==> src/rtl/snoop_dispatch_pkg.sv <==
`default_nettype none
// ============================================================================
//  Module   : snoop_dispatch_pkg
//  Purpose  : Shared FSM state encoding and grant-index width helper.
//  Revision : 1.0 - initial release
// ============================================================================
package snoop_dispatch_pkg;

    typedef enum logic [1:0] {
        ST_SEARCH = 2'd0,
        ST_ARMED  = 2'd1,
        ST_BUSY   = 2'd2,
        ST_DROP   = 2'd3
    } state_t;

    function automatic int grant_width(input int n);
        return (n < 2) ? 1 : $clog2(n);
    endfunction

endpackage
`default_nettype wire

==> src/rtl/snoop_dispatch_rr_pick.sv <==
`default_nettype none
// ============================================================================
//  Module   : rr_pick
//  Purpose  : Combinational round-robin first-set search starting after i_last.
//  Revision : 1.0 - initial release
// ============================================================================
module rr_pick
    import snoop_dispatch_pkg::*;
#(
    parameter int N  = 4,
    parameter int GW = grant_width(N)
) (
    input  logic [N-1:0]  i_req,
    input  logic [GW-1:0] i_last,
    output logic          o_found,
    output logic [GW-1:0] o_idx
);

    logic [GW-1:0] w_cand;

    // Offsets 1..N visit every index once, ending on i_last itself.
    always_comb begin
        o_found = 1'b0;
        o_idx   = '0;
        w_cand  = '0;
        for (int k = 1; k <= N; k++) begin
            w_cand = GW'((int'(i_last) + k) % N);
            if (!o_found && i_req[w_cand]) begin
                o_found = 1'b1;
                o_idx   = w_cand;
            end
        end
    end

endmodule
`default_nettype wire

==> src/rtl/snoop_dispatch.sv <==
`default_nettype none
// ============================================================================
//  Module   : snoop_dispatch
//  Purpose  : Routes snooper packets to one of N free buffers, dropping
//             packets when none is armed. SNOOP_DISPATCH_DROP_CNT_EN enables
//             the saturating dropped-packet counter.
//  Revision : 1.0 - initial release
// ============================================================================
module snoop_dispatch
    import snoop_dispatch_pkg::*;
#(
    parameter int N              = 4,
    parameter int ADDR_WIDTH     = 9,
    parameter int DATA_WIDTH     = 64,
    parameter int DROP_CNT_WIDTH = 16
) (
    input  logic                      axi_aclk,
    input  logic                      rst,
    input  logic [ADDR_WIDTH-1:0]     snooper_wr_addr,
    input  logic [DATA_WIDTH-1:0]     snooper_wr_data,
    input  logic                      snooper_wr_en,
    input  logic                      snooper_done,
    output logic                      ready_for_snooper,
    input  logic [N-1:0]              buf_ready,
    output logic [ADDR_WIDTH-1:0]     buf_wr_addr,
    output logic [DATA_WIDTH-1:0]     buf_wr_data,
    output logic [N-1:0]              buf_wr_en,
    output logic [N-1:0]              buf_done,
    output logic [$clog2(N)-1:0]      grant_idx,
    output logic [DROP_CNT_WIDTH-1:0] num_packets_dropped
);

    localparam int GW = grant_width(N);

    state_t                r_state;
    state_t                w_state_nxt;
    logic [GW-1:0]         r_grant_idx;
    logic [GW-1:0]         w_grant_nxt;
    logic [GW-1:0]         w_pick_idx;
    logic                  w_found;
    logic                  w_fwd_en;
    logic                  w_fwd_done;
    logic [N-1:0]          w_onehot;
    logic [N-1:0]          r_buf_wr_en;
    logic [N-1:0]          r_buf_done;
    logic [ADDR_WIDTH-1:0] r_buf_wr_addr;
    logic [DATA_WIDTH-1:0] r_buf_wr_data;

    rr_pick #(
        .N  (N),
        .GW (GW)
    ) u_rr_pick (
        .i_req   (buf_ready),
        .i_last  (r_grant_idx),
        .o_found (w_found),
        .o_idx   (w_pick_idx)
    );

    assign w_onehot = {{(N-1){1'b0}}, 1'b1} << r_grant_idx;

    always_ff @(posedge axi_aclk) begin
        if (rst) begin
            r_state     <= ST_SEARCH;
            r_grant_idx <= GW'(N - 1);
        end else begin
            r_state     <= w_state_nxt;
            r_grant_idx <= w_grant_nxt;
        end
    end

    always_comb begin
        w_state_nxt = r_state;
        w_grant_nxt = r_grant_idx;
        w_fwd_en    = 1'b0;
        w_fwd_done  = 1'b0;
        case (r_state)
            ST_SEARCH: begin
                // A beat arriving with nothing armed owns the rest of its packet.
                if (snooper_wr_en) begin
                    if (!snooper_done) begin
                        w_state_nxt = ST_DROP;
                    end
                end else if (w_found) begin
                    w_grant_nxt = w_pick_idx;
                    w_state_nxt = ST_ARMED;
                end
            end
            ST_ARMED: begin
                if (snooper_wr_en) begin
                    w_fwd_en = 1'b1;
                    if (snooper_done) begin
                        w_fwd_done  = 1'b1;
                        w_state_nxt = ST_SEARCH;
                    end else begin
                        w_state_nxt = ST_BUSY;
                    end
                end else if (!buf_ready[r_grant_idx]) begin
                    w_state_nxt = ST_SEARCH;
                end
            end
            ST_BUSY: begin
                w_fwd_en = snooper_wr_en;
                if (snooper_done) begin
                    w_fwd_done  = 1'b1;
                    w_state_nxt = ST_SEARCH;
                end
            end
            ST_DROP: begin
                if (snooper_done) begin
                    w_state_nxt = ST_SEARCH;
                end
            end
            default: w_state_nxt = ST_SEARCH;
        endcase
    end

    always_ff @(posedge axi_aclk) begin
        if (rst) begin
            r_buf_wr_en   <= '0;
            r_buf_done    <= '0;
            r_buf_wr_addr <= '0;
            r_buf_wr_data <= '0;
        end else begin
            r_buf_wr_en   <= w_fwd_en   ? w_onehot : '0;
            r_buf_done    <= w_fwd_done ? w_onehot : '0;
            r_buf_wr_addr <= snooper_wr_addr;
            r_buf_wr_data <= snooper_wr_data;
        end
    end

    assign ready_for_snooper = (r_state == ST_ARMED) || (r_state == ST_BUSY);
    assign buf_wr_en         = r_buf_wr_en;
    assign buf_done          = r_buf_done;
    assign buf_wr_addr       = r_buf_wr_addr;
    assign buf_wr_data       = r_buf_wr_data;
    assign grant_idx         = r_grant_idx;

`ifdef SNOOP_DISPATCH_DROP_CNT_EN
    logic                      w_drop_inc;
    logic [DROP_CNT_WIDTH-1:0] r_drop_cnt;

    // Single-cycle drops in SEARCH are counted without visiting DROP.
    assign w_drop_inc = snooper_done &&
                        (((r_state == ST_SEARCH) && snooper_wr_en) || (r_state == ST_DROP));

    always_ff @(posedge axi_aclk) begin
        if (rst) begin
            r_drop_cnt <= '0;
        end else if (w_drop_inc && (r_drop_cnt != {DROP_CNT_WIDTH{1'b1}})) begin
            r_drop_cnt <= r_drop_cnt + 1'b1;
        end
    end

    assign num_packets_dropped = r_drop_cnt;
`else
    assign num_packets_dropped = '0;
`endif

endmodule
`default_nettype wire

==> config.mk <==
export PLATFORM = sky130hd
export DESIGN_NAME = snoop_dispatch
export DESIGN_NICKNAME = d
export VERILOG_FILES = /design/src/rtl/snoop_dispatch_pkg.sv /design/src/rtl/snoop_dispatch_rr_pick.sv /design/src/rtl/snoop_dispatch.sv
export SDC_FILE = /design/constraint.sdc
export NUM_CORES = 1
export LEC_CHECK = 0
export CAP_MARGIN = 20
export CORE_MARGIN = 4
export CORE_UTILIZATION = 33
export DETAILED_ROUTE_END_ITERATION = 7
export HOLD_SLACK_MARGIN = 0.05
export PLACE_DENSITY = 0.88
export SLEW_MARGIN = 20
export SYNTH_ARGS = -nofsm -noshare
export SYNTH_HDL_FRONTEND = slang
export SYNTH_SLANG_ARGS = --single-unit
==> constraint.sdc <==
create_clock -name axi_aclk -period 1.87 [get_ports axi_aclk]
set_clock_uncertainty 0.1 [all_clocks]
set_input_delay 0.374 -clock axi_aclk [delete_from_list [all_inputs] [get_ports axi_aclk]]
set_output_delay 0.374 -clock axi_aclk [all_outputs]
set_load 0.005 [all_outputs]
After elaboration in Yosys (flattened, before gate mapping)
Index checks and enable logic that the tools add are counted.
{ "word_totals": {"ff_bits": 85, "wordCells": 70} }
{ "op_classes": {"n_addsub": 4, "n_lt_le_gt_ge": 5, "n_eq_ne": 7, "shift": 1, "muxes": 31, "n_bitwise": 3, "n_reduce_logical": 13} }
{ "ops": {"columns": ["operator", "count"], "rows": [
  ["$mux W2", 11],
  ["$lt A2 B3 Y1 const B", 5],
  ["$mux W1", 12],
  ["$bmux W1 S2", 5],
  ["$ne A3 B3 Y1 const B", 2],
  ["$pmux W2 S3", 1],
  ["$reduce_or A2 Y1", 3],
  ["$add A2 B1 Y2 const B", 2],
  ["$add A2 B2 Y2 const B", 2],
  ["$eq A2 B2 Y1 const B", 2],
  ["$pmux W1 S2", 2],
  ["$reduce_and A4 Y1", 1],
  ["$shl A1 B2 Y4 const A", 1],
  ["$logic_and A1 B1 Y1", 3],
  ["$logic_not A1 Y1", 3],
  ["$ne A3 B2 Y1 const B", 1],
  ["$not A1 Y1", 3],
  ["$reduce_and A3 Y1", 1],
  ["$eq A2 B1 Y1 const B", 1],
  ["$logic_not A2 Y1", 1],
  ["$ne A2 B1 Y1 const B", 1],
  ["$logic_or A1 B1 Y1", 1]
]} }

Logic depth before layout (Yosys ltp)
Gate-level depths: netlist of the first run.
{ "logic_depth": {"ltp_word": 16, "mapped_depth": 8} }

Hierarchy
Synthesis of the first run repeated with hierarchy kept, for this count alone.
{ "unflattened": {"hier_cells": 240, "area_unflattened_um2": 2718.9} }
{ "modules_own_cells": {"columns": ["mod", "n_inst", "cells_each", "area_each_um2"], "rows": [
  ["snoop_dispatch", 1, 226, 2627.5],
  ["rr_pick", 1, 14, 91.3]
]} }

Worst setup path before layout of the first run
OpenSTA, ideal clock, no wires.
{ "synth_path": {"path_kind": "register to register", "from": "register r_grant_idx[0] (netlist: grant_idx[0])", "to": "register r_state[1]", "setup_ps": 62, "arrival_ps": 1940, "required_time_ps": 1708, "path_slack_ps": -232, "stages_incl_launch_ff": 9, "path_buffers": 1, "synth_period_minus_slack_ps": 2102, "path_cell_list": "dfxtp_1 buf_6 inv_1 ha_1 mux4_2 nor3_2 a221oi_2 mux2_4 nor2_2"} }
{ "synth_via": {"elab_chain_len": 15} }
{ "synth_lines": {"columns": ["item", "line", "rtl"], "rows": [
  ["from (decl)", "snoop_dispatch.sv:37", "logic [GW-1:0] r_grant_idx;"],
  ["from (signal assigned)", "snoop_dispatch.sv:64", "r_grant_idx <= GW'(N - 1);"],
  ["from (signal assigned)", "snoop_dispatch.sv:67", "r_grant_idx <= w_grant_nxt;"],
  ["$add A2 B1 Y2", "snoop_dispatch_rr_pick.sv:27", "w_cand = GW'((int'(i_last) + k) % N);"],
  ["$bmux W1 S2", "snoop_dispatch_rr_pick.sv:28", "if (!o_found && i_req[w_cand]) begin"],
  ["$mux W1 (not written as such)", "snoop_dispatch_rr_pick.sv:28", null],
  ["$mux W1", "snoop_dispatch_rr_pick.sv:28", null],
  ["$logic_not A1 Y1", "snoop_dispatch_rr_pick.sv:28", null],
  ["$logic_and A1 B1 Y1", "snoop_dispatch_rr_pick.sv:28", null],
  ["$mux W1", "snoop_dispatch_rr_pick.sv:28", null],
  ["$logic_not A1 Y1", "snoop_dispatch_rr_pick.sv:28", null],
  ["$logic_and A1 B1 Y1", "snoop_dispatch_rr_pick.sv:28", null],
  ["$mux W1", "snoop_dispatch_rr_pick.sv:28", null],
  ["$logic_not A1 Y1", "snoop_dispatch_rr_pick.sv:28", null],
  ["$logic_and A1 B1 Y1", "snoop_dispatch_rr_pick.sv:28", null],
  ["$mux W1", "snoop_dispatch_rr_pick.sv:28", null],
  ["$ne A3 B2 Y1 (no source line)", null, null],
  ["$reduce_and A4 Y1 (no source line) (*)", null, null],
  ["to (signal assigned)", "snoop_dispatch.sv:66", "r_state <= w_state_nxt;"],
  ["to (decl)", "snoop_dispatch.sv:35", "state_t r_state;"]
]} }
Every way passes the cells marked *; elsewhere a longest branch is shown, timed or not. The select of a mux whose other input is x is not followed.
A chain may end at the register's enable or synchronous reset.

Final worst setup path of the first run
Same ends and word-level chain as after synthesis.

==> results.toml, run 1 <==
[floorplanning]
ios = 181
row_count = 33
dieArea_um2 = 10100
start_util = 0.341
core_um2 = 8300
die_w_um = 101
die_h_um = 101

[cts]
cts_inserted_buffers = 9
cts_root_buf = "clkbuf_8"
path_clk_slew_ns = 0.08
clockBufferDepth = 2
insertion_delay_ns = 0.34
numClockSinks = 85
cts_max_level = 3
cts_tree = "yes"

[synth]
synth_compound_area_frac = 0.0238
yosys_warnings = 0
synth_fa_ha_area_frac = 0.0397
synth-seq-cells = 85
synth_top_family_by_area = "simple AND/OR/NAND/NOR gates"
syn-instance-count = 243
avgSynthCellArea_um2 = 11.7
synth-simple-area-share = 0.217
synth_mux_area_frac = 0.0494
synthXorXnorAreaFrac = 0.00309
netlist_area_um2 = 2830
ys_seq_area_frac = 0.600
ys_types = 29

[grt]
grt_pass1_wl_um = 11200
grt-ovfl-total = 0
grt_pass1_vias = 2248
antenna_found_initial = 0
gr-usage-all-layers = 0.143
grt_max_degree = 50

[final_layout]
mostFrequentLayoutCells = "clkdlybuf4s50_1, dfxtp_1, nor2b_1"
utilization = 0.601
n_fill_cell = 681
layout_commonest_cell = "clkdlybuf4s50_1"
multi_input_area_um2 = 1050
final-seq-area_um2 = 1710
drive_gt1_frac = 0.148
fin_cells = 545
insertedDiodeCount = 0
synthToLayoutAreaGrowth_pct = 76.0
final_nets = 525

[routing]
drtIter0Drc = 11
vias = 2221
routed-wl-met2_um = 3890
wl_per_cell_um = 13.9
top_layer = "met4"
ant_nets = 0
remaining_drc_errors = 0
firstDrtPassIters = 4
wl_met1_um = 2800
wl_met3_um = 801
vias_per_cell = 4.08
totalWireLength_um = 7570

[placed_design]
placedCellCount = 522
dp_hpwl_um = 5960
port_buffers = 164
place_congestion = 0.829
post-place-ws_ns = -0.506

[outcome]
violations = "negative setup slack"
status = "complete, but fails checks"

[timing]
grt_setup_unrepaired = "yes"
hold_violations = 0
whs_ns = 0.252
finalSetupViolCount = 4
period_needed_ns = 1.97
fin_ws_ns = -0.0991
tns_ns = -0.127
maxSlewViolCount = 0
fmax_mhz = 508
post-route-period-util = 1.05

[pwr]
p_per_area_nw_per_um2 = 920
ir_drop_mv = 0.488
p_leak_nw = 2.03

[setup_path]
cp_max_fo = 5
worstPathArrival_ns = 2.15
crit_buf_inv = 1
cpPeakStageDelay_ns = 0.40
path_class = "flip-flop to flip-flop"
cp-end-kind = "flip-flop"
path_cells = "inv_4 -> ha_4 -> mux4_2 -> nor3_4 -> a221oi_4 -> mux2_4 -> nor2_2"
crit_family = "multiplexers"
crit_required_ns = 2.05
cpMaxStageDelayCell = "dfxtp_4"
start_kind = "flip-flop"

[flow_run]
drv_cap = 0

[worst_hold_path]
min_path_type = "input port to flip-flop"
[stage by stage]
step | cell area [µm²] | power [mW]
3_3_place_gp | 4660 | 3.07
6_report | 4990 | 4.59
4_1_cts | 4920 | 4.55
5_1_grt | 4990 | 4.83
2_1_floorplan | 2900 | 2.54
3_5_place_dp | 4660 | 3.09
[synth_stat cells]
library cell | count | area [µm²]
dfxtp_1 | 85 | 1700
nor2b_1 | 74 | 463
buf_4 | 17 | 128
ha_1 | 9 | 113
and2_1 | 8 | 50.1
clkbuf_1 | 7 | 26.3
o21ai_0 | 6 | 30.0
inv_1 | 5 | 18.8
a21oi_1 | 3 | 15.0
mux4_2 | 3 | 67.6
nand2_1 | 3 | 11.3
nand2b_1 | 3 | 18.8
and2b_2 | 2 | 17.5
mux2i_1 | 2 | 20.0
nor2_1 | 2 | 7.51
a221oi_2 | 1 | 15.0
and2_4 | 1 | 8.76
and2b_1 | 1 | 7.51
buf_6 | 1 | 11.3
conb_1 | 1 | 3.75
mux2_2 | 1 | 11.3
mux2_4 | 1 | 15.0
mux4_1 | 1 | 26.3
nor2_2 | 1 | 6.26
nor3_1 | 1 | 5.00
nor3_2 | 1 | 10.0
nor4bb_1 | 1 | 10.0
o211ai_1 | 1 | 7.51
xnor2_1 | 1 | 8.76
[path summary, 6_finish.rpt]
check	startpoint	to	slack, ns	depth (start not counted)
max	grant_idx[0]	r_state[1]	-0.1	7
min reg2reg	r_state[0]	r_state[0]	0.55	3
max reg2reg	grant_idx[0]	r_state[1]	-0.1	7
min	rst	r_state[1]	0.25	2
[kinds of logic after synthesis]
kind of cell / count (synthesis)
AND/OR/NAND/NOR: 98
multiplexers: 8
XOR/XNOR: 1
AO/OA/AOI/OAI: 11
other: 1
flip-flops: 85
adder cells (fa/ha/maj): 9
buffers and inverters: 30
[registers in the layout, summed over array words and instances (netlist names)]
signal and cells:
buf_wr_data 64, buf_done 4, grant_idx 2, buf_wr_addr 9, buf_wr_en 4, r_state 2
[metal layers]
layer | GRT usage | up-vias
li1 | - | 1112
met1 | 0.156 | 988
met2 | 0.256 | 114
met3 | 0.0471 | 7
met4 | 0.0497 | 0
met5 | 0 | -
[worst register-to-register path, delay by kind of cell (launching register included)]
kind | cells | cell delay [ns]
muxes | 2 | 0.65
DFF | 1 | 0.40
and+or+nand+nor | 2 | 0.34
adders and majority gates | 1 | 0.27
AOI/OAI and AO/OA | 1 | 0.10
buffers and inverters | 1 | 0.05
[power by group]
part | switching (mW) | total, mW | leakage [nW] | internal, mW
logic | 0.432 | 1.22 | 1.22 | 0.788
registers | 0.0613 | 2.00 | 0.707 | 1.94
clock network | 0.719 | 1.37 | 0.103 | 0.652
[timing repair]
item,in CTS,in global routing
gates resized for setup,14,9
buffers inserted,2,5
setup endpoints to repair,5,5
endpoints found under the hold margin,0,0
pin swaps,4,3
hold buffers,0,0
[final cells by class]
type | count | area share
inverter | 5 | 0.00477
timing repair buffer | 191 | 0.372
clock buffer | 9 | 0.0248
multi-input combinational | 143 | 0.211
sequential | 85 | 0.343
tap | 105 | 0.0263
clock inverter | 7 | 0.0186
No activity file was read; power rests on OpenSTA's default activity.
==> inputs of run 2 (changes only) <==
--- a/config.mk
+++ b/config.mk
@@ -5,6 +5,7 @@
 export SDC_FILE = /design/constraint.sdc
 export NUM_CORES = 1
 export LEC_CHECK = 0
+export ABC_CLOCK_PERIOD_IN_PS = 1870
 export CAP_MARGIN = 20
 export CORE_MARGIN = 4
 export CORE_UTILIZATION = 33
==> results of run 2 <==
Final layout, timing and power as in run 1 (identical DEF).
==> inputs of run 3 (changes only) <==
--- a/config.mk
+++ b/config.mk
@@ -7,7 +7,6 @@
 export LEC_CHECK = 0
 export ABC_CLOCK_PERIOD_IN_PS = 1870
 export CAP_MARGIN = 20
-export CORE_MARGIN = 4
 export CORE_UTILIZATION = 33
 export DETAILED_ROUTE_END_ITERATION = 7
 export HOLD_SLACK_MARGIN = 0.05
==> run 3 against run 2 <==
  * The flow still finishes with violations (negative setup slack)
  * Non-clock buffer count down 4
  * Register-to-register slack barely moved
  * First-iteration DRC count is 82% higher
  * Combinational power shrank 3%
  * Wire length decreased by 8.8%
  * Design area fell by 1.0%
  * Critical path depth shrank 1
  * Cell count down 0.73%
  * Maximum frequency up 0.36%
  * Sequential share of layout area rose by 0.36 points
  * Clock power decreased by 12%
  * Critical endpoint unchanged
==> results.toml, run 3 (synthesis gave the netlist of run 1 again) <==
[setup_path]
cp-end-kind = "flip-flop"
crit_required_ns = 2.05
path_cells = "buf_4 -> mux4_2 -> nor3_4 -> a221oi_4 -> mux2_4 -> nor2_2"
worstPathArrival_ns = 2.14
path_class = "flip-flop to flip-flop"
start_kind = "flip-flop"
cpPeakStageDelay_ns = 0.54
cp_max_fo = 6
cpMaxStageDelayCell = "mux4_2"

[timing]
hold_violations = 0
maxSlewViolCount = 0
fmax_mhz = 510
grt_setup_unrepaired = "yes"
post-route-period-util = 1.05
fin_ws_ns = -0.0920
period_needed_ns = 1.96
finalSetupViolCount = 2

[final_layout]
mostFrequentLayoutCells = "clkdlybuf4s50_1, dfxtp_1, nor2b_1"
synthToLayoutAreaGrowth_pct = 74.2
fin_cells = 541
insertedDiodeCount = 0
drive_gt1_frac = 0.140
final_nets = 521
largest_reg_flops = 64
layout_commonest_cell = "clkdlybuf4s50_1"

[routing]
vias = 2263
firstDrtPassIters = 4
remaining_drc_errors = 0
totalWireLength_um = 6910
drtIter0Drc = 20
vias_per_cell = 4.18
wl_per_cell_um = 12.8
ant_nets = 0

[flow_run]
drv_cap = 0

[grt]
grt_pass1_wl_um = 10100
antenna_found_initial = 0
grt-ovfl-total = 0
grt_pass1_vias = 2193
grt_max_degree = 41
gr-usage-all-layers = 0.149

[placed_design]
placedCellCount = 521
place_congestion = 0.796
port_buffers = 164
dp_hpwl_um = 5490

[worst_hold_path]
min_path_type = "input port to flip-flop"

[outcome]
violations = "negative setup slack"
status = "complete, but fails checks"

[cts]
clockBufferDepth = 2
cts_tree = "yes"
cts_max_level = 3
insertion_delay_ns = 0.34
path_clk_slew_ns = 0.09
numClockSinks = 85
cts_root_buf = "clkbuf_8"
cts_inserted_buffers = 9

[pwr]
p_leak_nw = 2.00
ir_drop_mv = 0.440
p_per_area_nw_per_um2 = 889
fin_total_pwr_mw = 4.39

[floorplanning]
ios = 181
row_count = 33
die_w_um = 94.7
die_h_um = 94.7
core_um2 = 8260
dieArea_um2 = 8960
start_util = 0.343
run 3: timing repair:
| item | CTS | global route |
|---|---|---|
| setup buffers | 3 | 1 |
| endpoints found under the setup margin | 7 | 6 |
| gates resized for setup | 13 | 4 |
| gates cloned | 0 | 0 |
| pin swaps | 4 | 3 |
| hold buffers | 0 | 0 |
run 3: metrics by stage:
step	cell area [µm²]	setup slack, ns	hold WS (ns)	util	setup TNS, ns
after floorplan	2900	-0.0716	0.402	-	-0.0716
after global placement	4660	-0.531	0.493	0.565	-1.49
after detailed placement	4660	-0.575	0.523	0.565	-1.83
after CTS	4910	-0.0992	0.286	0.595	-0.191
after global routing	4940	-0.142	0.297	0.598	-0.369
final	4940	-0.0920	0.300	0.598	-0.0938
run 3: cell type report:
type	count	area, µm²
clock buffers	9	124
clock inverters	7	67.6
multi-input cells	143	1050
well taps	105	131
inverters	5	21.3
flip-flops and latches	85	1710
repair buffers	187	1830
fillers	670	3320
run 3: final timing paths:
kind                                   end         start  depth (start not counted)  slack, ns
worst max-delay path            r_state[1]  grant_idx[0]                          6      -0.09
worst min-delay path            r_state[0]           rst                          2       0.30
worst max register to register  r_state[1]  grant_idx[0]                          6      -0.09
worst min register to register  r_state[0]    r_state[0]                          3       0.54
run 3: worst max-delay path, delay by kind of cell (launching register included):
kind	cells	cell delay [ns]
buffers and inverters	1	0.13
flip-flops	1	0.42
AND/OR/NAND/NOR	2	0.31
multiplexers	2	0.85
AO/OA/AOI/OAI	1	0.10
run 3: routing by layer:
| metal | GRT usage | wire (µm) | part of all wire |
|---|---|---|---|
| met3 | 0.0572 | 616 | 0.089 |
| met2 | 0.276 | 3650 | 0.53 |
| met1 | 0.150 | 2550 | 0.37 |
| met4 | 0.0556 | 91 | 0.013 |
| met5 | 0 | 0 | 0 |
run 3: report_power, final:
part / switching, mW / total (mW) / internal (mW) / leakage [nW]
clock: 0.691 / 1.20 / 0.511 / 0.0872
sequential: 0.0656 / 2.00 / 1.94 / 0.707
combinational: 0.421 / 1.18 / 0.763 / 1.20
total: 1.18 / 4.39 / 3.21 / 2.00
